$ cat src/rtl/mem_arb_pkg.sv
// Shared types for the unified-memory port arbiter.
// FSM states, read-owner tags and the SRAM geometry.
package mem_arb_pkg;

    localparam int SRAM_WORDS = 2048;

    typedef enum logic [1:0] {
        HOLD = 2'd0,
        BOOT = 2'd1,
        RUN  = 2'd2
    } mem_arb_state_t;

    typedef enum logic [1:0] {
        OWN_NONE = 2'd0,
        OWN_IF   = 2'd1,
        OWN_DM   = 2'd2
    } mem_owner_t;

endpackage

$ cat src/rtl/mem_port_arbiter_if.sv
// Requester, SRAM and debug bundle of the memory port arbiter.
// slave = arbiter side, master = requesters/SRAM side.
interface mem_port_arbiter_if #(
    parameter int WIDTH  = 32,
    parameter int ADDR_W = 11
);
    logic              boot_en;
    logic              ldr_req;
    logic [WIDTH-1:0]  ldr_addr;
    logic [WIDTH-1:0]  ldr_wdata;
    logic              ldr_done;
    logic              ldr_gnt;
    logic              if_req;
    logic [WIDTH-1:0]  if_addr;
    logic              if_gnt;
    logic              if_rvalid;
    logic [WIDTH-1:0]  if_rdata;
    logic              if_stall;
    logic              dm_req;
    logic              dm_we;
    logic [WIDTH-1:0]  dm_addr;
    logic [WIDTH-1:0]  dm_wdata;
    logic              dm_gnt;
    logic              dm_rvalid;
    logic [WIDTH-1:0]  dm_rdata;
    logic              dm_stall;
    logic              sram_cen;
    logic              sram_wen;
    logic [ADDR_W-1:0] sram_a;
    logic [WIDTH-1:0]  sram_d;
    logic [WIDTH-1:0]  sram_q;
    logic [1:0]        state_o;

    modport slave (
        input  boot_en, ldr_req, ldr_addr, ldr_wdata, ldr_done,
        input  if_req, if_addr,
        input  dm_req, dm_we, dm_addr, dm_wdata,
        input  sram_q,
        output ldr_gnt,
        output if_gnt, if_rvalid, if_rdata, if_stall,
        output dm_gnt, dm_rvalid, dm_rdata, dm_stall,
        output sram_cen, sram_wen, sram_a, sram_d,
        output state_o
    );

    modport master (
        output boot_en, ldr_req, ldr_addr, ldr_wdata, ldr_done,
        output if_req, if_addr,
        output dm_req, dm_we, dm_addr, dm_wdata,
        output sram_q,
        input  ldr_gnt,
        input  if_gnt, if_rvalid, if_rdata, if_stall,
        input  dm_gnt, dm_rvalid, dm_rdata, dm_stall,
        input  sram_cen, sram_wen, sram_a, sram_d,
        input  state_o
    );

endinterface

$ cat src/rtl/mem_arb_prio.sv
// Combinational grant logic: loader-only in BOOT,
// data over fetch in RUN unless fetch is starving.
module mem_arb_prio
    import mem_arb_pkg::*;
(
    input  mem_arb_state_t state,
    input  logic           ldr_req,
    input  logic           if_req,
    input  logic           dm_req,
    input  logic           starve,
    output logic           ldr_gnt,
    output logic           if_gnt,
    output logic           dm_gnt
);

    always_comb begin
        ldr_gnt = 1'b0;
        if_gnt  = 1'b0;
        dm_gnt  = 1'b0;
        unique case (1'b1)
            (state == BOOT): ldr_gnt = ldr_req;
            (state == RUN && starve && if_req): if_gnt = 1'b1;
            (state == RUN && !(starve && if_req)): begin
                dm_gnt = dm_req;
                if_gnt = if_req & ~dm_req;
            end
            default: ;
        endcase
    end

endmodule

$ cat src/rtl/mem_port_arbiter.sv
// Single-port SRAM arbiter for loader, MEM-stage data and IF fetch.
// Holds the boot FSM, fetch starvation counter and read-owner tag.
module mem_port_arbiter
    import mem_arb_pkg::*;
#(
    parameter int WIDTH      = 32,
    parameter int ADDR_W     = $clog2(SRAM_WORDS),
    parameter int STARVE_MAX = 4
) (
    input logic               clk,
    input logic               rst,
    mem_port_arbiter_if.slave bus
);

    localparam int            SW         = $clog2(STARVE_MAX + 1);
    localparam logic [SW-1:0] STARVE_LIM = SW'(STARVE_MAX);

    mem_arb_state_t   state_q;
    mem_owner_t       owner_q;
    logic [SW-1:0]    starve_q;
    logic             ldr_gnt;
    logic             if_gnt;
    logic             dm_gnt;
    logic [WIDTH-1:0] g_addr;
    logic [WIDTH-1:0] g_wdata;
    logic             unused_addr;

    mem_arb_prio u_prio (
        .state   (state_q),
        .ldr_req (bus.ldr_req),
        .if_req  (bus.if_req),
        .dm_req  (bus.dm_req),
        .starve  (starve_q == STARVE_LIM),
        .ldr_gnt (ldr_gnt),
        .if_gnt  (if_gnt),
        .dm_gnt  (dm_gnt)
    );

    always_ff @(posedge clk or negedge rst) begin
        if (!rst) begin
            state_q  <= HOLD;
            owner_q  <= OWN_NONE;
            starve_q <= '0;
        end else begin
            unique case (state_q)
                HOLD:    state_q <= bus.boot_en ? BOOT : RUN;
                BOOT:    if (bus.ldr_done) state_q <= RUN;
                default: ;
            endcase

            if (state_q != RUN || !bus.if_req || if_gnt)
                starve_q <= '0;
            else if (starve_q != STARVE_LIM)
                starve_q <= starve_q + SW'(1);

            // Tag tells the return path whose read sram_q carries next cycle.
            unique case (1'b1)
                if_gnt:                 owner_q <= OWN_IF;
                (dm_gnt && !bus.dm_we): owner_q <= OWN_DM;
                default:                owner_q <= OWN_NONE;
            endcase
        end
    end

    always_comb begin
        g_addr  = '0;
        g_wdata = '0;
        unique case (1'b1)
            ldr_gnt: begin
                g_addr  = bus.ldr_addr;
                g_wdata = bus.ldr_wdata;
            end
            dm_gnt: begin
                g_addr  = bus.dm_addr;
                g_wdata = bus.dm_we ? bus.dm_wdata : '0;
            end
            if_gnt:  g_addr = bus.if_addr;
            default: ;
        endcase
    end

    // Byte offset and bits above the macro wrap away.
    assign unused_addr = ^{g_addr[WIDTH-1:ADDR_W+2], g_addr[1:0]};

    assign bus.sram_cen  = ~(ldr_gnt | if_gnt | dm_gnt);
    assign bus.sram_wen  = ~(ldr_gnt | (dm_gnt & bus.dm_we));
    assign bus.sram_a    = g_addr[ADDR_W+1:2];
    assign bus.sram_d    = g_wdata;

    assign bus.ldr_gnt   = ldr_gnt;
    assign bus.if_gnt    = if_gnt;
    assign bus.dm_gnt    = dm_gnt;
    assign bus.if_stall  = bus.if_req & ~if_gnt;
    assign bus.dm_stall  = bus.dm_req & ~dm_gnt;
    assign bus.if_rvalid = (owner_q == OWN_IF);
    assign bus.dm_rvalid = (owner_q == OWN_DM);
    assign bus.if_rdata  = bus.sram_q;
    assign bus.dm_rdata  = bus.sram_q;
    assign bus.state_o   = state_q;

endmodule

$ cat src/flat_wrapper.sv
// flat-port wrapper written by rule: the top's interface ports become plain ports
module mem_port_arbiter_flat import mem_arb_pkg::*;
#(
    parameter int WIDTH      = 32,
    parameter int ADDR_W     = $clog2(SRAM_WORDS),
    parameter int STARVE_MAX = 4
)
  (clk, rst, bus_boot_en, bus_ldr_req, bus_ldr_addr, bus_ldr_wdata, bus_ldr_done, bus_if_req, bus_if_addr, bus_dm_req, bus_dm_we, bus_dm_addr, bus_dm_wdata, bus_sram_q, bus_ldr_gnt, bus_if_gnt, bus_if_rvalid, bus_if_rdata, bus_if_stall, bus_dm_gnt, bus_dm_rvalid, bus_dm_rdata, bus_dm_stall, bus_sram_cen, bus_sram_wen, bus_sram_a, bus_sram_d, bus_state_o);
  mem_port_arbiter_if #(.WIDTH(WIDTH), .ADDR_W(ADDR_W)) bus_i ();
  input logic clk;
  input logic rst;
  input wire logic [$bits(bus_i.boot_en)-1:0] bus_boot_en;
  input wire logic [$bits(bus_i.ldr_req)-1:0] bus_ldr_req;
  input wire logic [$bits(bus_i.ldr_addr)-1:0] bus_ldr_addr;
  input wire logic [$bits(bus_i.ldr_wdata)-1:0] bus_ldr_wdata;
  input wire logic [$bits(bus_i.ldr_done)-1:0] bus_ldr_done;
  input wire logic [$bits(bus_i.if_req)-1:0] bus_if_req;
  input wire logic [$bits(bus_i.if_addr)-1:0] bus_if_addr;
  input wire logic [$bits(bus_i.dm_req)-1:0] bus_dm_req;
  input wire logic [$bits(bus_i.dm_we)-1:0] bus_dm_we;
  input wire logic [$bits(bus_i.dm_addr)-1:0] bus_dm_addr;
  input wire logic [$bits(bus_i.dm_wdata)-1:0] bus_dm_wdata;
  input wire logic [$bits(bus_i.sram_q)-1:0] bus_sram_q;
  output wire logic [$bits(bus_i.ldr_gnt)-1:0] bus_ldr_gnt;
  output wire logic [$bits(bus_i.if_gnt)-1:0] bus_if_gnt;
  output wire logic [$bits(bus_i.if_rvalid)-1:0] bus_if_rvalid;
  output wire logic [$bits(bus_i.if_rdata)-1:0] bus_if_rdata;
  output wire logic [$bits(bus_i.if_stall)-1:0] bus_if_stall;
  output wire logic [$bits(bus_i.dm_gnt)-1:0] bus_dm_gnt;
  output wire logic [$bits(bus_i.dm_rvalid)-1:0] bus_dm_rvalid;
  output wire logic [$bits(bus_i.dm_rdata)-1:0] bus_dm_rdata;
  output wire logic [$bits(bus_i.dm_stall)-1:0] bus_dm_stall;
  output wire logic [$bits(bus_i.sram_cen)-1:0] bus_sram_cen;
  output wire logic [$bits(bus_i.sram_wen)-1:0] bus_sram_wen;
  output wire logic [$bits(bus_i.sram_a)-1:0] bus_sram_a;
  output wire logic [$bits(bus_i.sram_d)-1:0] bus_sram_d;
  output wire logic [$bits(bus_i.state_o)-1:0] bus_state_o;
  assign bus_i.boot_en = bus_boot_en;
  assign bus_i.ldr_req = bus_ldr_req;
  assign bus_i.ldr_addr = bus_ldr_addr;
  assign bus_i.ldr_wdata = bus_ldr_wdata;
  assign bus_i.ldr_done = bus_ldr_done;
  assign bus_i.if_req = bus_if_req;
  assign bus_i.if_addr = bus_if_addr;
  assign bus_i.dm_req = bus_dm_req;
  assign bus_i.dm_we = bus_dm_we;
  assign bus_i.dm_addr = bus_dm_addr;
  assign bus_i.dm_wdata = bus_dm_wdata;
  assign bus_i.sram_q = bus_sram_q;
  assign bus_ldr_gnt = bus_i.ldr_gnt;
  assign bus_if_gnt = bus_i.if_gnt;
  assign bus_if_rvalid = bus_i.if_rvalid;
  assign bus_if_rdata = bus_i.if_rdata;
  assign bus_if_stall = bus_i.if_stall;
  assign bus_dm_gnt = bus_i.dm_gnt;
  assign bus_dm_rvalid = bus_i.dm_rvalid;
  assign bus_dm_rdata = bus_i.dm_rdata;
  assign bus_dm_stall = bus_i.dm_stall;
  assign bus_sram_cen = bus_i.sram_cen;
  assign bus_sram_wen = bus_i.sram_wen;
  assign bus_sram_a = bus_i.sram_a;
  assign bus_sram_d = bus_i.sram_d;
  assign bus_state_o = bus_i.state_o;
  mem_port_arbiter #(.WIDTH(WIDTH), .ADDR_W(ADDR_W), .STARVE_MAX(STARVE_MAX)) u_core (.clk(clk), .rst(rst), .bus(bus_i));
endmodule
$ cat config.mk
export PLATFORM = sky130hd
export DESIGN_NAME = mem_port_arbiter_flat
export DESIGN_NICKNAME = d
export VERILOG_FILES = /design/src/rtl/mem_arb_pkg.sv /design/src/rtl/mem_port_arbiter_if.sv /design/src/rtl/mem_arb_prio.sv /design/src/rtl/mem_port_arbiter.sv /design/src/flat_wrapper.sv
export SDC_FILE = /design/constraint.sdc
export NUM_CORES = 1
export LEC_CHECK = 0
export CAP_MARGIN = 5
export CORE_AREA = 2 2 122 124
export DETAILED_ROUTE_END_ITERATION = 8
export DIE_AREA = 0 0 124 126
export PLACE_DENSITY = 0.54
export RECOVER_POWER = 50
export REMOVE_ABC_BUFFERS = 1
export SLEW_MARGIN = 20
export SYNTH_ARGS = -nofsm -noshare
export SYNTH_HDL_FRONTEND = slang
export SYNTH_SLANG_ARGS = --single-unit
export TNS_END_PERCENT = 30
$ cat constraint.sdc
create_clock -name clk -period 2.55 [get_ports clk]
set_input_delay 0.51 -clock clk [delete_from_list [all_inputs] [get_ports clk]]
set_output_delay 0.51 -clock clk [all_outputs]
set_load 0.005 [all_outputs]
# --- Yosys cells after proc, flatten, opt, wreduce, memory -nomap -nowiden ---
# Index checks and enable logic that the tools add are counted.
# W data, S select, Z words.
totals:
  reg_bits: 7
  out_inout_bits: 118
classes:
  addsub: 1
  eq_ne: 8
  muxes: 12
  bitwise_logic: 12
  n_reduce_logical: 14
op_table:
  columns: ["operator", "count"]
  rows:
  - ["$pmux W32 S2", 1]
  - ["$pmux W13 S3", 1]
  - ["$mux W32", 1]
  - ["$pmux W2 S2", 2]
  - ["$mux W3", 2]
  - ["$logic_and A1 B1 Y1", 5]
  - ["$not A1 Y1", 5]
  - ["$and A1 B1 Y1", 4]
  - ["$eq A2 B1 Y1 const B", 2]
  - ["$eq A2 B2 Y1 const B", 2]
  - ["$mux W2", 2]
  - ["$ne A2 B2 Y1 const B", 2]
  - ["$reduce_bool A2 Y1", 2]
  - ["$add A3 B1 Y3 const B", 1]
  - ["$eq A3 B3 Y1 const B", 1]
  - ["$logic_not A1 Y1", 3]
  - ["$ne A3 B3 Y1 const B", 1]
  - ["$or A1 B1 Y1", 3]
  - ["$logic_not A2 Y1", 1]
  - ["$logic_or A1 B1 Y1", 2]
  - ["$mux W1", 2]
  - ["$pmux W1 S2", 1]
  - ["$reduce_and A2 Y1", 1]

# --- Depth between registers and ports, before layout ---
# Gate-level depths: netlist (run 1).
logic_depth:
  depth_word: 8
  ltp_mapped: 7
  depth_no_buf: 5

# --- Cells and area by module ---
# A second synthesis (run 1) with hierarchy kept.
unflattened:
  cells_unflattened: 171
  area_unflattened_um2: 1390.1
modules_own_cells:
  columns: ["module", "n_inst", "cells_per_inst", "area_each_um2", "seq_area_each_um2"]
  rows:
  - ["mem_port_arbiter", 1, 165, 1351.3, 175.2]
  - ["mem_arb_prio", 1, 6, 38.8, 0.0]

# --- Worst setup path before layout (run 1) ---
# OpenSTA, ideal clock, no wires.
synth_path:
  path_type: "register to output"
  from: "reg u_core.starve_q[0]"
  to: "out bus_sram_a[3]"
  arrival_time_ns: 1.423
  t_required_ns: 2.040
  path_slack_ns: 0.617
  stages_incl_launch_ff: 8
  cell_sequence: "dfrtp_1 > inv_1 > ha_1 > nand3_1 > and3_4 > buf_6 > buf_8 > a221o_1"
synth_between:
  elab_chain_cells: 6
  elab_cells_between_ends: 9
  classes_between: "eq/ne: 1; mux: 3; reduce/logical: 5"
synth_rtl:
  columns: ["element", "line", "rtl"]
  rows:
  - ["from (decl)", "mem_port_arbiter.sv:20", "logic [SW-1:0] starve_q;"]
  - ["from (signal assigned)", "mem_port_arbiter.sv:54", "starve_q <= starve_q + SW'(1);"]
  - ["$eq A3 B3 Y1", "mem_port_arbiter.sv:33", ".starve (starve_q == STARVE_LIM),"]
  - ["$logic_and A1 B1 Y1", "mem_arb_prio.sv:23", "(state == RUN && !(starve && if_req)): begin"]
  - ["$logic_not A1 Y1", "mem_arb_prio.sv:23", null]
  - ["$logic_and A1 B1 Y1", "mem_arb_prio.sv:23", null]
  - ["$mux W1", "mem_arb_prio.sv:20", "unique case (1'b1)"]
  - ["net bus_dm_gnt", "flat_wrapper.sv:29", "output wire logic [$bits(bus_i.dm_gnt)-1:0] bus_dm_gnt;"]
  - ["$pmux W13 S3", "mem_port_arbiter.sv:68", "unique case (1'b1)"]
  - ["to (decl)", "flat_wrapper.sv:35", "output wire logic [$bits(bus_i.sram_a)-1:0] bus_sram_a;"]
# The timed path passes the listed nets, and every way through them passes these cells.

# --- Final worst setup path (run 1) ---
layout_path:
  from: "in bus_ldr_req"
  to: "out bus_sram_d[8]"
layout_between:
  elab_chain_cells: 2
layout_rtl:
  columns: ["element", "line", "rtl"]
  rows:
  - ["from (decl)", "flat_wrapper.sv:13", "input wire logic [$bits(bus_i.ldr_req)-1:0] bus_ldr_req;"]
  - ["$mux W1", "mem_arb_prio.sv:20", null]
  - ["$pmux W32 S2", "mem_port_arbiter.sv:68", null]
  - ["to (decl)", "flat_wrapper.sv:36", "output wire logic [$bits(bus_i.sram_d)-1:0] bus_sram_d;"]
# No other way between the ends.

==> results of run 1 <==
kinds of logic after synthesis:
family                     count (synthesis)  share of synthesized area
DFF                                        7                      0.125
xor gates and xnor gates                   1                    0.00626
buffers and inverters                     80                      0.420
and+or+nand+nor                           29                      0.128
AOI/OAI and AO/OA                         48                      0.303
adders and majority gates                  2                     0.0179
metrics by stage:
stage,std cells,setup TNS [ns]
after floorplan,91,0
after global routing,452,-0.508
after global placement,446,-8.30
final,452,-0.235
after CTS,450,-2.23
after detailed placement,446,-8.32
synthesized netlist by cell type:
library cell / number
buf_4: 68
a22o_1: 32
a221o_1: 11
and2_1: 11
dfrtp_1: 7
buf_2: 5
nor2_1: 5
inv_1: 4
nor2b_1: 4
a21oi_1: 2
buf_6: 2
ha_1: 2
a211o_2: 1
a21boi_0: 1
a31oi_1: 1
and3_4: 1
and3b_1: 1
and4_2: 1
buf_8: 1
nand2_1: 1
nand3_1: 1
nand3b_1: 1
nand4_1: 1
nor2b_2: 1
nor3_1: 1
xnor2_1: 1
final timing paths:
| check | start | endpoint | slack (ns) |
|---|---|---|---|
| worst max-delay path | bus_ldr_req | bus_sram_d[8] | -0.06 |
| worst min-delay path | u_core.starve_q[0] | u_core.starve_q[0] | 0.48 |
| worst max register to register | u_core.starve_q[0] | u_core.owner_q[1] | 1.28 |
| worst min register to register | u_core.starve_q[0] | u_core.starve_q[0] | 0.48 |
| max in group asynchronous | rst | u_core.bus.state_o[0] | 1.66 |
| min in group asynchronous | rst | u_core.owner_q[1] | 0.63 |
power by group:
| group | total [mW] | internal [mW] | switching [mW] | leakage (nW) |
|---|---|---|---|---|
| clock network | 0.266 | 0.208 | 0.0579 | 0.0382 |
| logic | 0.371 | 0.261 | 0.109 | 1.39 |
| registers | 0.123 | 0.118 | 0.00553 | 0.0889 |
final cells by class:
type,instances,area (sq um),share of cell area
Clock buffer,4,78.8,0.0269
Inverter,4,15.0,0.00513
Multi-Input combinational cell,80,651,0.222
Sequential cell,7,175,0.0599
Tap cell,184,230,0.0787
Timing Repair Buffer,173,1780,0.607
metal layers:
layer	routed length (microns)	GRT usage	share of wire	vias to the layer above
li1	-	-	-	738
met1	2670	0.0861	0.26	770
met2	4500	0.188	0.44	238
met3	2900	0.141	0.28	12
met4	59	0.0106	0.0058	6
met5	121	0.0658	0.012	-
registers in the layout, summed over array words and instances (netlist names):
name / flops
u_core.owner_q: 2
u_core.bus.state_o: 2
u_core.starve_q: 3
what timing repair did:
| action | in CTS | in global routing |
|---|---|---|
| setup buffers | 0 | 1 |
| hold buffers | 0 | 0 |
| setup endpoints to repair | 47 | 28 |
| cloned | 0 | 1 |
| gates resized for setup | 27 | 24 |
| pin swaps | 2 | 1 |
==> flow_metrics.env, run 1 <==
export IMPL_status="complete, but fails checks"
export IMPL_violations="negative setup slack"
export IMPL_crit_path_start_kind="input port"
export IMPL_worst_path_stages=6
export IMPL_cts_tree="done"
export IMPL_synth_top_area_frac=0.365
export IMPL_cp_end_kind="output port"
export IMPL_crit_chain="clkdlybuf4s50_1 -> and3b_2 -> buf_4 -> buf_12 -> a22o_1 -> clkdlybuf4s50_1"
export IMPL_place_ws_ns=-0.237
export IMPL_synth_area_sq_um=1400
export IMPL_cts_buffers=3
export IMPL_htreeDepth=1
export IMPL_synth_top_cell_by_area="buf_4"
export IMPL_worstPathMaxFanout=21
export IMPL_hold_viol_final=0
export IMPL_irDropWorstVdd_v=0.000140
export IMPL_grt_pass1_wl_microns=12300
export IMPL_drv_cap=0
export IMPL_drtIter0Drc=34
export IMPL_worst_hold_slack_ns=0.481
export IMPL_antenna_found_initial=0
export IMPL_root_buffer="clkbuf_16"
export IMPL_yosys_warnings=0
export IMPL_io_buffers=158
export IMPL_hp_class="register to register"
export IMPL_area_delta_synth_final_pct=109
export IMPL_grt_usage=0.115
export IMPL_period_minus_slack_ns=2.61
export IMPL_skew_ns=0.00134
export IMPL_finalSetupViolations=4
export IMPL_max_freq_mhz=383
export IMPL_leakagePower_nw=1.51
export IMPL_start_util=0.0978
export IMPL_worst_path_buf_inv=4
export IMPL_antenna_left=0
export IMPL_p_total_uw=760
export IMPL_place_area_sq_um=2760
export IMPL_layout_commonest_cell="clkdlybuf4s50_1"
export IMPL_critPathArrivalTime_ns=2.10
export IMPL_cts_sinks=7
export IMPL_die_h_microns=126
export IMPL_synth_area_per_cell_sq_um=8.38
export IMPL_power_density_nw_per_um2=260
export IMPL_clock_latency_ns=0.23
export IMPL_nNetsFinal=471
export IMPL_antenna_cells=0
export IMPL_grt_pass1_vias=1694
export IMPL_die_w_microns=124
export IMPL_drive_above_1_share=0.0970
export IMPL_synth_area_top_cells="buf_4 (36%), a22o_1 (20%), dfrtp_1 (13%)"
export IMPL_critPathMostFrequentCell="clkdlybuf4s50_1"
export IMPL_grt_setup_unrepaired="true"
export IMPL_drt_wirelength_per_cell_microns=22.7
export IMPL_gp_congestion=0.720
export IMPL_stdcell_area_sq_um=2930
export IMPL_synth_yosys_seq_area_share=0.125
export IMPL_post_route_util=0.204
export IMPL_vias=1764
export IMPL_crit_slowest_cell="clkdlybuf4s50_1"
export IMPL_clock_path_buffers=2
export IMPL_path_clk_slew_ns=0.04
export IMPL_max_slew_margin=0.758
export IMPL_path_class="input port to output port"
export IMPL_crit_path_max_incr_delay_ns=0.50
export IMPL_path_delay_family="buffers and inverters"
export IMPL_grt_max_degree=33
export IMPL_firstDrtPassIters=4
export IMPL_yosysUniqueCellTypes=26
export IMPL_finalWirelength_microns=10200
export IMPL_slew_viol_final=0
export IMPL_core_rowCount=44
export IMPL_io_pins=318
export IMPL_viasPerCell=3.90
export IMPL_reg2reg_depth=5
export IMPL_final_cell_mix="clkdlybuf4s50_1 (114), a22o_1 (32), dlymetal6s2s_1 (22), dlygate4sd2_1 (21)"
export IMPL_period_share=1.02
export IMPL_netlist_instances=167
export IMPL_grt_overflow=0
export IMPL_fillers=1609
export IMPL_drcViolationCount=0
export IMPL_hpwl_microns=9020
export IMPL_layout_setup_ws_ns=-0.0628
export IMPL_crit_required_ns=2.04
export IMPL_core_area_sq_um=14300
export IMPL_synth_seq_cells=7
export IMPL_die_area_sq_um=15600
export IMPL_holdPathStages=1
export IMPL_tightest_slew_ns=0.362
(Power assumes the default switching activity.)
==> run 2: changes to the inputs <==
--- a/config.mk
+++ b/config.mk
@@ -7,6 +7,7 @@
 export LEC_CHECK = 0
 export CAP_MARGIN = 5
 export CORE_AREA = 2 2 122 124
+export CTS_CLUSTER_DIAMETER = 80
 export DETAILED_ROUTE_END_ITERATION = 8
 export DIE_AREA = 0 0 124 126
 export PLACE_DENSITY = 0.54
==> results of run 2 <==
Same layout as run 1: the final DEF is identical, and so are final timing and power.
